<file path="config.mk">
export PLATFORM = sky130hd
export DESIGN_NAME = glb_fill_ctrl_flat
export DESIGN_NICKNAME = d
export VERILOG_FILES = /design/src/rtl/glb_fill_pkg.sv /design/src/rtl/glb_fill_ctrl_if.sv /design/src/rtl/glb_word_counter.sv /design/src/rtl/glb_fill_ctrl.sv /design/src/flat_wrapper.sv
export SDC_FILE = /design/constraint.sdc
export NUM_CORES = 1
export LEC_CHECK = 0
export ABC_AREA = 1
export CELL_PAD_IN_SITES_DETAIL_PLACEMENT = 0
export CELL_PAD_IN_SITES_GLOBAL_PLACEMENT = 1
export CORE_MARGIN = 10
export CORE_UTILIZATION = 40
export DETAILED_ROUTE_END_ITERATION = 6
export PLACE_DENSITY_LB_ADDON = 0.1
export SLEW_MARGIN = 40
export SYNTH_ARGS = -nofsm -noshare
export SYNTH_HDL_FRONTEND = slang
export SYNTH_HIERARCHICAL = 1
export SYNTH_SLANG_ARGS = --single-unit
export TNS_END_PERCENT = 30
</file>
<file path="constraint.sdc">
create_clock -name clk -period 5 [get_ports clk]
set_input_delay 1 -clock clk [delete_from_list [all_inputs] [get_ports clk]]
set_output_delay 1 -clock clk [all_outputs]
set_load 0.01 [all_outputs]
</file>
<file path="src/rtl/glb_fill_pkg.sv">
// Shared types and region-sequencing helpers for the DRAM-to-GLB fill controller.
package glb_fill_pkg;

    localparam int NUM_REGIONS = 3;

    typedef enum logic [2:0] {IDLE, LOAD_IFMAP, LOAD_WEIGHT, LOAD_BIAS, FINISH} fill_state_e;
    typedef enum logic [1:0] {REG_IFMAP, REG_WEIGHT, REG_BIAS} region_e;

    function automatic fill_state_e region_state(input region_e r);
        case (r)
            REG_IFMAP:  return LOAD_IFMAP;
            REG_WEIGHT: return LOAD_WEIGHT;
            default:    return LOAD_BIAS;
        endcase
    endfunction

    function automatic region_e region_of(input fill_state_e s);
        case (s)
            LOAD_WEIGHT: return REG_WEIGHT;
            LOAD_BIAS:   return REG_BIAS;
            default:     return REG_IFMAP;
        endcase
    endfunction

    // First region after 'cur' (all regions when cur is IDLE) whose count is nonzero;
    // FINISH when nothing is left to fill.
    function automatic fill_state_e next_region(input fill_state_e cur,
                                                input logic [NUM_REGIONS-1:0] nz);
        int          first;
        fill_state_e nxt;
        case (cur)
            IDLE:        first = 0;
            LOAD_IFMAP:  first = 1;
            LOAD_WEIGHT: first = 2;
            default:     first = 3;
        endcase
        nxt = FINISH;
        for (int i = NUM_REGIONS - 1; i >= 0; i--)
            if (nz[i] && i >= first) nxt = region_state(region_e'(i[1:0]));
        return nxt;
    endfunction

endpackage

</file>
<file path="src/rtl/glb_fill_ctrl_if.sv">
// DRAM word stream in, GLB write bus out; master is the fill controller.
interface glb_fill_ctrl_if #(
    parameter int DATA_SIZE = 32,
    parameter int ADDR_W    = 12
);
    logic                 dram_valid;
    logic [DATA_SIZE-1:0] dram_data;
    logic                 dram_ready;
    logic [ADDR_W-1:0]    glb_addr;
    logic [DATA_SIZE-1:0] glb_wdata;
    logic                 ifmap_wen;
    logic                 weight_wen;
    logic                 bias_wen;

    modport master (
        input  dram_valid, dram_data,
        output dram_ready, glb_addr, glb_wdata, ifmap_wen, weight_wen, bias_wen
    );

    modport slave (
        output dram_valid, dram_data,
        input  dram_ready, glb_addr, glb_wdata, ifmap_wen, weight_wen, bias_wen
    );
endinterface

</file>
<file path="src/rtl/glb_word_counter.sv">
// Per-region word index: load sets the region length and restarts at 0.
module glb_word_counter #(
    parameter int ADDR_W = 12
) (
    input  logic              clk,
    input  logic              rst,
    input  logic              clr,
    input  logic              ld,
    input  logic [ADDR_W-1:0] ld_count,
    input  logic              inc,
    output logic [ADDR_W-1:0] idx,
    output logic              last
);
    logic [ADDR_W-1:0] count;

    always_ff @(posedge clk or negedge rst) begin
        if (!rst) begin
            idx   <= '0;
            count <= '0;
        end else if (clr) begin
            idx <= '0;
        end else if (ld) begin
            idx   <= '0;
            count <= ld_count;
        end else if (inc) begin
            idx <= idx + ADDR_W'(1);
        end
    end

    assign last = (idx == count - ADDR_W'(1));
endmodule

</file>
<file path="src/rtl/glb_fill_ctrl.sv">
// Fills ifmap/weight/bias GLBs in order from one DRAM stream, then pulses done.
// Optional GLB_FILL_CHECKSUM_EN adds a running sum of accepted words.
module glb_fill_ctrl
    import glb_fill_pkg::*;
#(
    parameter int DATA_SIZE = 32,
    parameter int ADDR_W    = 12
) (
    input  logic              clk,
    input  logic              rst,
    input  logic              start,
    input  logic              abort,
    input  logic [ADDR_W-1:0] cfg_ifmap_words,
    input  logic [ADDR_W-1:0] cfg_weight_words,
    input  logic [ADDR_W-1:0] cfg_bias_words,
    glb_fill_ctrl_if.master   bus,
    output logic              busy,
    output logic              done
`ifdef GLB_FILL_CHECKSUM_EN
    ,
    output logic [DATA_SIZE-1:0] checksum
`endif
);
    fill_state_e state, state_nxt;
    logic [NUM_REGIONS-1:0][ADDR_W-1:0] cfg_in, cnt_q;
    logic [NUM_REGIONS-1:0] nz_in, nz_q;
    logic [ADDR_W-1:0] ld_count, idx;
    logic loading, xfer, clr, ld, inc, last;

    assign cfg_in  = {cfg_bias_words, cfg_weight_words, cfg_ifmap_words};
    assign nz_in   = {|cfg_bias_words, |cfg_weight_words, |cfg_ifmap_words};
    assign nz_q    = {|cnt_q[2], |cnt_q[1], |cnt_q[0]};
    assign loading = (state == LOAD_IFMAP) || (state == LOAD_WEIGHT) || (state == LOAD_BIAS);
    assign xfer    = bus.dram_valid && loading;

    assign bus.dram_ready = loading;
    assign busy           = loading;
    assign done           = (state == FINISH);

    always_comb begin
        state_nxt = state;
        clr       = 1'b0;
        ld        = 1'b0;
        inc       = 1'b0;
        ld_count  = '0;
        case (state)
            IDLE: if (start) begin
                state_nxt = next_region(IDLE, nz_in);
                ld        = 1'b1;
                ld_count  = cfg_in[region_of(state_nxt)];
            end
            LOAD_IFMAP, LOAD_WEIGHT, LOAD_BIAS: begin
                // abort wins over a region advance; the word taken this cycle still lands
                if (abort) begin
                    state_nxt = IDLE;
                    clr       = 1'b1;
                end else if (xfer) begin
                    if (last) begin
                        state_nxt = next_region(state, nz_q);
                        ld        = 1'b1;
                        ld_count  = cnt_q[region_of(state_nxt)];
                    end else begin
                        inc = 1'b1;
                    end
                end
            end
            default: state_nxt = IDLE;
        endcase
    end

    always_ff @(posedge clk or negedge rst) begin
        if (!rst) state <= IDLE;
        else      state <= state_nxt;
    end

    always_ff @(posedge clk or negedge rst) begin
        if (!rst)                       cnt_q <= '0;
        else if (state == IDLE && start) cnt_q <= cfg_in;
    end

    glb_word_counter #(.ADDR_W(ADDR_W)) u_cnt (
        .clk      (clk),
        .rst      (rst),
        .clr      (clr),
        .ld       (ld),
        .ld_count (ld_count),
        .inc      (inc),
        .idx      (idx),
        .last     (last)
    );

    always_ff @(posedge clk or negedge rst) begin
        if (!rst) begin
            bus.glb_addr   <= '0;
            bus.glb_wdata  <= '0;
            bus.ifmap_wen  <= 1'b0;
            bus.weight_wen <= 1'b0;
            bus.bias_wen   <= 1'b0;
        end else begin
            bus.ifmap_wen  <= xfer && (state == LOAD_IFMAP);
            bus.weight_wen <= xfer && (state == LOAD_WEIGHT);
            bus.bias_wen   <= xfer && (state == LOAD_BIAS);
            if (xfer) begin
                bus.glb_addr  <= idx;
                bus.glb_wdata <= bus.dram_data;
            end
        end
    end

`ifdef GLB_FILL_CHECKSUM_EN
    always_ff @(posedge clk or negedge rst) begin
        if (!rst)                        checksum <= '0;
        else if (state == IDLE && start) checksum <= '0;
        else if (xfer)                   checksum <= checksum + bus.dram_data;
    end
`endif
endmodule

</file>
<file path="src/flat_wrapper.sv">
// flat-port wrapper written by rule: the top's interface ports become plain ports
module glb_fill_ctrl_flat import glb_fill_pkg::*;
#(
    parameter int DATA_SIZE = 32,
    parameter int ADDR_W    = 12
)
  (clk, rst, start, abort, cfg_ifmap_words, cfg_weight_words, cfg_bias_words, busy, done, bus_dram_valid, bus_dram_data, bus_dram_ready, bus_glb_addr, bus_glb_wdata, bus_ifmap_wen, bus_weight_wen, bus_bias_wen);
  glb_fill_ctrl_if #(.DATA_SIZE(DATA_SIZE), .ADDR_W(ADDR_W)) bus_i ();
  input  logic clk;
  input  logic rst;
  input  logic start;
  input  logic abort;
  input  logic [ADDR_W-1:0] cfg_ifmap_words;
  input  logic [ADDR_W-1:0] cfg_weight_words;
  input  logic [ADDR_W-1:0] cfg_bias_words;
  output logic busy;
  output logic done;
  input wire logic [$bits(bus_i.dram_valid)-1:0] bus_dram_valid;
  input wire logic [$bits(bus_i.dram_data)-1:0] bus_dram_data;
  output wire logic [$bits(bus_i.dram_ready)-1:0] bus_dram_ready;
  output wire logic [$bits(bus_i.glb_addr)-1:0] bus_glb_addr;
  output wire logic [$bits(bus_i.glb_wdata)-1:0] bus_glb_wdata;
  output wire logic [$bits(bus_i.ifmap_wen)-1:0] bus_ifmap_wen;
  output wire logic [$bits(bus_i.weight_wen)-1:0] bus_weight_wen;
  output wire logic [$bits(bus_i.bias_wen)-1:0] bus_bias_wen;
  assign bus_i.dram_valid = bus_dram_valid;
  assign bus_i.dram_data = bus_dram_data;
  assign bus_dram_ready = bus_i.dram_ready;
  assign bus_glb_addr = bus_i.glb_addr;
  assign bus_glb_wdata = bus_i.glb_wdata;
  assign bus_ifmap_wen = bus_i.ifmap_wen;
  assign bus_weight_wen = bus_i.weight_wen;
  assign bus_bias_wen = bus_i.bias_wen;
  glb_fill_ctrl #(.DATA_SIZE(DATA_SIZE), .ADDR_W(ADDR_W)) u_core (.clk(clk), .rst(rst), .start(start), .abort(abort), .cfg_ifmap_words(cfg_ifmap_words), .cfg_weight_words(cfg_weight_words), .cfg_bias_words(cfg_bias_words), .bus(bus_i), .busy(busy), .done(done));
endmodule
</file>
==> impl_metrics.py <==
metrics = {
    "outcome": {
        "status": "complete, no violations",
    },
    "sta": {
        "finalHoldViolations": 0,
        "maxSlewHeadroom": 0.572,
        "max_freq_mhz": 276,
        "finClkSkew_ns": 0.00998,
        "finalMaxSlewViolations": 0,
        "setup_viol": 0,
        "worstMarginPinSlew_ns": 0.638,
        "fin_crit_sh": 0.726,
        "rsz0062_at_grt": "no",
        "finalSetupTns_ns": 0,
        "min_period_ns": 3.63,
    },
    "power_and_ir_drop": {
        "ir_worst_vdd_mv": 0.218,
        "powerDensity_nw_per_um2": 508,
        "leakagePower_uw": 0.00374,
    },
    "clocking": {
        "cts_buffer_depth": 2,
        "cts_sinks": 110,
        "h-tree-depth": 3,
        "root_buffer": "clkbuf_16",
        "insertion_delay_ns": 0.35,
        "path_clk_slew_ns": 0.07,
        "ctsResizeCount": 0,
        "post_cts_buffers": 0,
        "cts_buffers": 9,
        "holdBufCountCts": 0,
        "cts_tree": "built",
    },
    "placement": {
        "io_buffers": 122,
        "gp_congestion": 0.883,
        "hpwl_mm": 13.6,
    },
    "yosys": {
        "yosysTopAreaCellShare": 0.461,
        "synth_common_cells": "nand2_1 (311), dfrtp_1 (110), inv_1 (70), nand3_1 (70), nor2_1 (70)",
        "avgSynthCellArea_sq_um": 7.40,
        "synthMostInstantiatedCell": "nand2_1",
        "synth_fa_ha_area_frac": 0.00419,
        "synth_nets": 882,
        "netlist.top_cell.by_area": "dfrtp_1",
        "yosysWarnings": 6,
        "seq_area_frac_synth": 0.461,
        "muxShareOfSynthArea": 0.00943,
        "synth_top_family_by_area": "simple AND/OR/NAND/NOR gates",
        "synth-simple-area-share": 0.378,
        "synth_compound_gate_area_share": 0.0539,
        "ys_top_cells_by_area": "dfrtp_1 (46%), nand2_1 (20%), nand3_1 (5.9%), inv_1 (4.4%), nor2_1 (4.4%)",
        "netlist_area_sq_um": 5970,
        "ys_ff_latch": 110,
        "async_flop_share": 1.00,
        "synth-xor-area-share": 0.0117,
        "synthCells": 807,
        "synth_cell_types": 39,
        "synth_edf_count": 0,
        "synth_flop_cell": "dfrtp_1",
    },
    "global_routing": {
        "grt_pass1_vias": 5435,
        "globalRouteTotalUtil": 0.176,
        "grt_overflow_total": 0,
        "antenna_found_initial": 0,
        "grt_max_degree": 80,
        "grt_pass1_wl_mm": 28.8,
    },
    "setup_path": {
        "cp-end-kind": "flop",
        "max_stage_delay_ns": 0.56,
        "arrival_ns": 3.87,
        "critical_path.slowest_cell": "nor3_2",
        "crit_chain": "inv_1, ha_1, nand2_2, nor2_2, nand2_1, nand2_1, nand2_1, nand2_1, nand2_1, nand3b_1, nor2_1, inv_1, nor3_2, inv_1, nand2_1, nor2_4, inv_2, nor2_2, inv_1, nand2_1, nor2_2, nand2_1, o21ai_0, nor2_1",
        "r2r_cells": 24,
        "path_common_cell": "nand2_1",
        "cp_max_fo": 11,
        "critPathBufInv": 5,
        "critPathLaunchType": "flop",
        "critPathRequiredTime_ns": 5.24,
        "cp_top_family": "simple AND/OR/NAND/NOR gates",
        "path_class": "reg -> reg",
        "cp_num_cells": 24,
    },
    "drt": {
        "drc": 0,
        "first_pass_iters": 5,
        "drt_iter0_drc": 413,
        "via_count": 5508,
        "avgRoutedWirePerCell_microns": 15.9,
        "antenna_left": 0,
        "finalWirelength_mm": 17.5,
        "via_per_inst": 4.98,
    },
    "final_layout": {
        "nets": 991,
        "final_util": 0.519,
        "antennaDiodeCount": 0,
        "area_delta_synth_final_pct": 26.9,
        "drive_gt1_frac": 0.0684,
    },
    "die": {
        "core_area_sq_um": 14600,
        "rows": 44,
        "initial_utilization": 0.409,
        "die_area_sq_um": 20200,
        "die_x_microns": 142,
        "die_h_microns": 142,
        "boundaryPins": 123,
    },
    "min_path": {
        "min_path_type": "reg -> reg",
        "hold_path_depth": 2,
    },
    "run": {
        "max-cap-violations": 0,
    },
}
## routing by layer
layer  GRT usage  share of wire
met5           0              0
met4      0.0662          0.025
met3      0.0307          0.063
met2       0.277           0.46
met1       0.236           0.45
## path summary, 6_finish.rpt
| check | from | endpoint | slack (ns) |
|---|---|---|---|
| hold reg to reg | u_core/bus.glb_wdata[9]$_DFFE_PN0P_ | u_core/bus.glb_wdata[9]$_DFFE_PN0P_ | 0.48 |
| setup / recovery | u_core/u_cnt/count[0]$_DFFE_PN0P_ | u_core/u_cnt/idx[8]$_DFFE_PN0P_ | 1.37 |
| max in group asynchronous | rst | u_core/bus.glb_wdata[2]$_DFFE_PN0P_ | 3.84 |
| setup reg to reg | u_core/u_cnt/count[0]$_DFFE_PN0P_ | u_core/u_cnt/idx[8]$_DFFE_PN0P_ | 1.37 |
| min in group asynchronous | rst | u_core/bus.glb_wdata[13]$_DFFE_PN0P_ | 0.49 |
| hold / removal | u_core/bus.glb_wdata[9]$_DFFE_PN0P_ | u_core/bus.glb_wdata[9]$_DFFE_PN0P_ | 0.48 |
## kinds of logic after synthesis
group,count (synthesis)
flops,110
fa+ha+maj,2
buf+inv,106
simple gates,515
mux,5
xor+xnor,8
compound gates,61
## power breakdown
group	switching (uW)	leakage, uW	internal [uW]	total [uW]
Combinational	968	0.00219	691	1660
Sequential	260	0.00140	1210	1470
Clock	325	0.000139	392	716
Total	1550	0.00374	2300	3850
## tightest hold or removal path, delay by kind of cell, from the launching register on
| family | cells | cell delay (ns) |
|---|---|---|
| DFF | 1 | 0.34 |
| and+or+nand+nor | 2 | 0.11 |
## layout by cell type (no fill, tap or decap), drive strengths merged
| cell | synthesis | routed |
|---|---|---|
| dfrtp | 110 | 110 |
| o21a | 1 | 1 |
| clkinv | 1 | 2 |
| nand2 | 320 | 320 |
| xor2 | 4 | 4 |
| and3 | 1 | 1 |
| xnor2 | 4 | 4 |
| ha | 2 | 2 |
| clkbuf | 5 | 10 |
| bufinv | 0 | 1 |
| nor3 | 7 | 7 |
| buf | 22 | 4 |
| clkdlybuf4s50 | 0 | 121 |
| a21o | 1 | 1 |
| o211ai | 1 | 1 |
| nand3b | 9 | 9 |
| a21oi | 18 | 18 |
| mux2 | 5 | 5 |
| or2 | 1 | 1 |
| nand4 | 16 | 16 |
| nor2 | 87 | 87 |
| nand3 | 71 | 71 |
| nor4 | 2 | 2 |
| a31oi | 2 | 2 |
| clkinvlp | 0 | 2 |
| and2 | 1 | 1 |
| o21ai | 37 | 37 |
| a211oi | 1 | 1 |
| inv | 78 | 80 |
## state kept, by name, indices dropped and copies added, names as in the netlist
name and cells:
u_core/bus.weight_wen 1, u_core/bus.glb_addr 12, u_core/state 3, u_core/bus.ifmap_wen 1
u_core/bus.glb_wdata 32, u_core/u_cnt/idx 12, u_core/cnt_q 36, u_core/u_cnt/count 12
u_core/bus.bias_wen 1
## area by class of cell
cell class                      count  area (sq um)
Fill cell                        1437          7010
Clock buffer                       10           229
Multi-Input combinational cell    591          2730
Tap cell                          184           230
Timing Repair Buffer              125          1260
Inverter                           79           302
Sequential cell                   110          2750
Clock inverter                      6          67.6
## per-stage QoR
stage	setup slack [ns]	cell area [sq um]	cells	hold slack [ns]	power (uW)
5_1_grt	0.748	7570	1105	0.489	4170
4_1_cts	1.35	7550	1104	0.483	3890
3_3_place_gp	1.50	7250	1088	0.461	3120
3_5_place_dp	1.37	7250	1088	0.464	3160
2_1_floorplan	2.23	5970	807	0.453	2520
6_report	1.37	7570	1105	0.479	3850
Note: power is estimated with default switching activity, not from simulation.
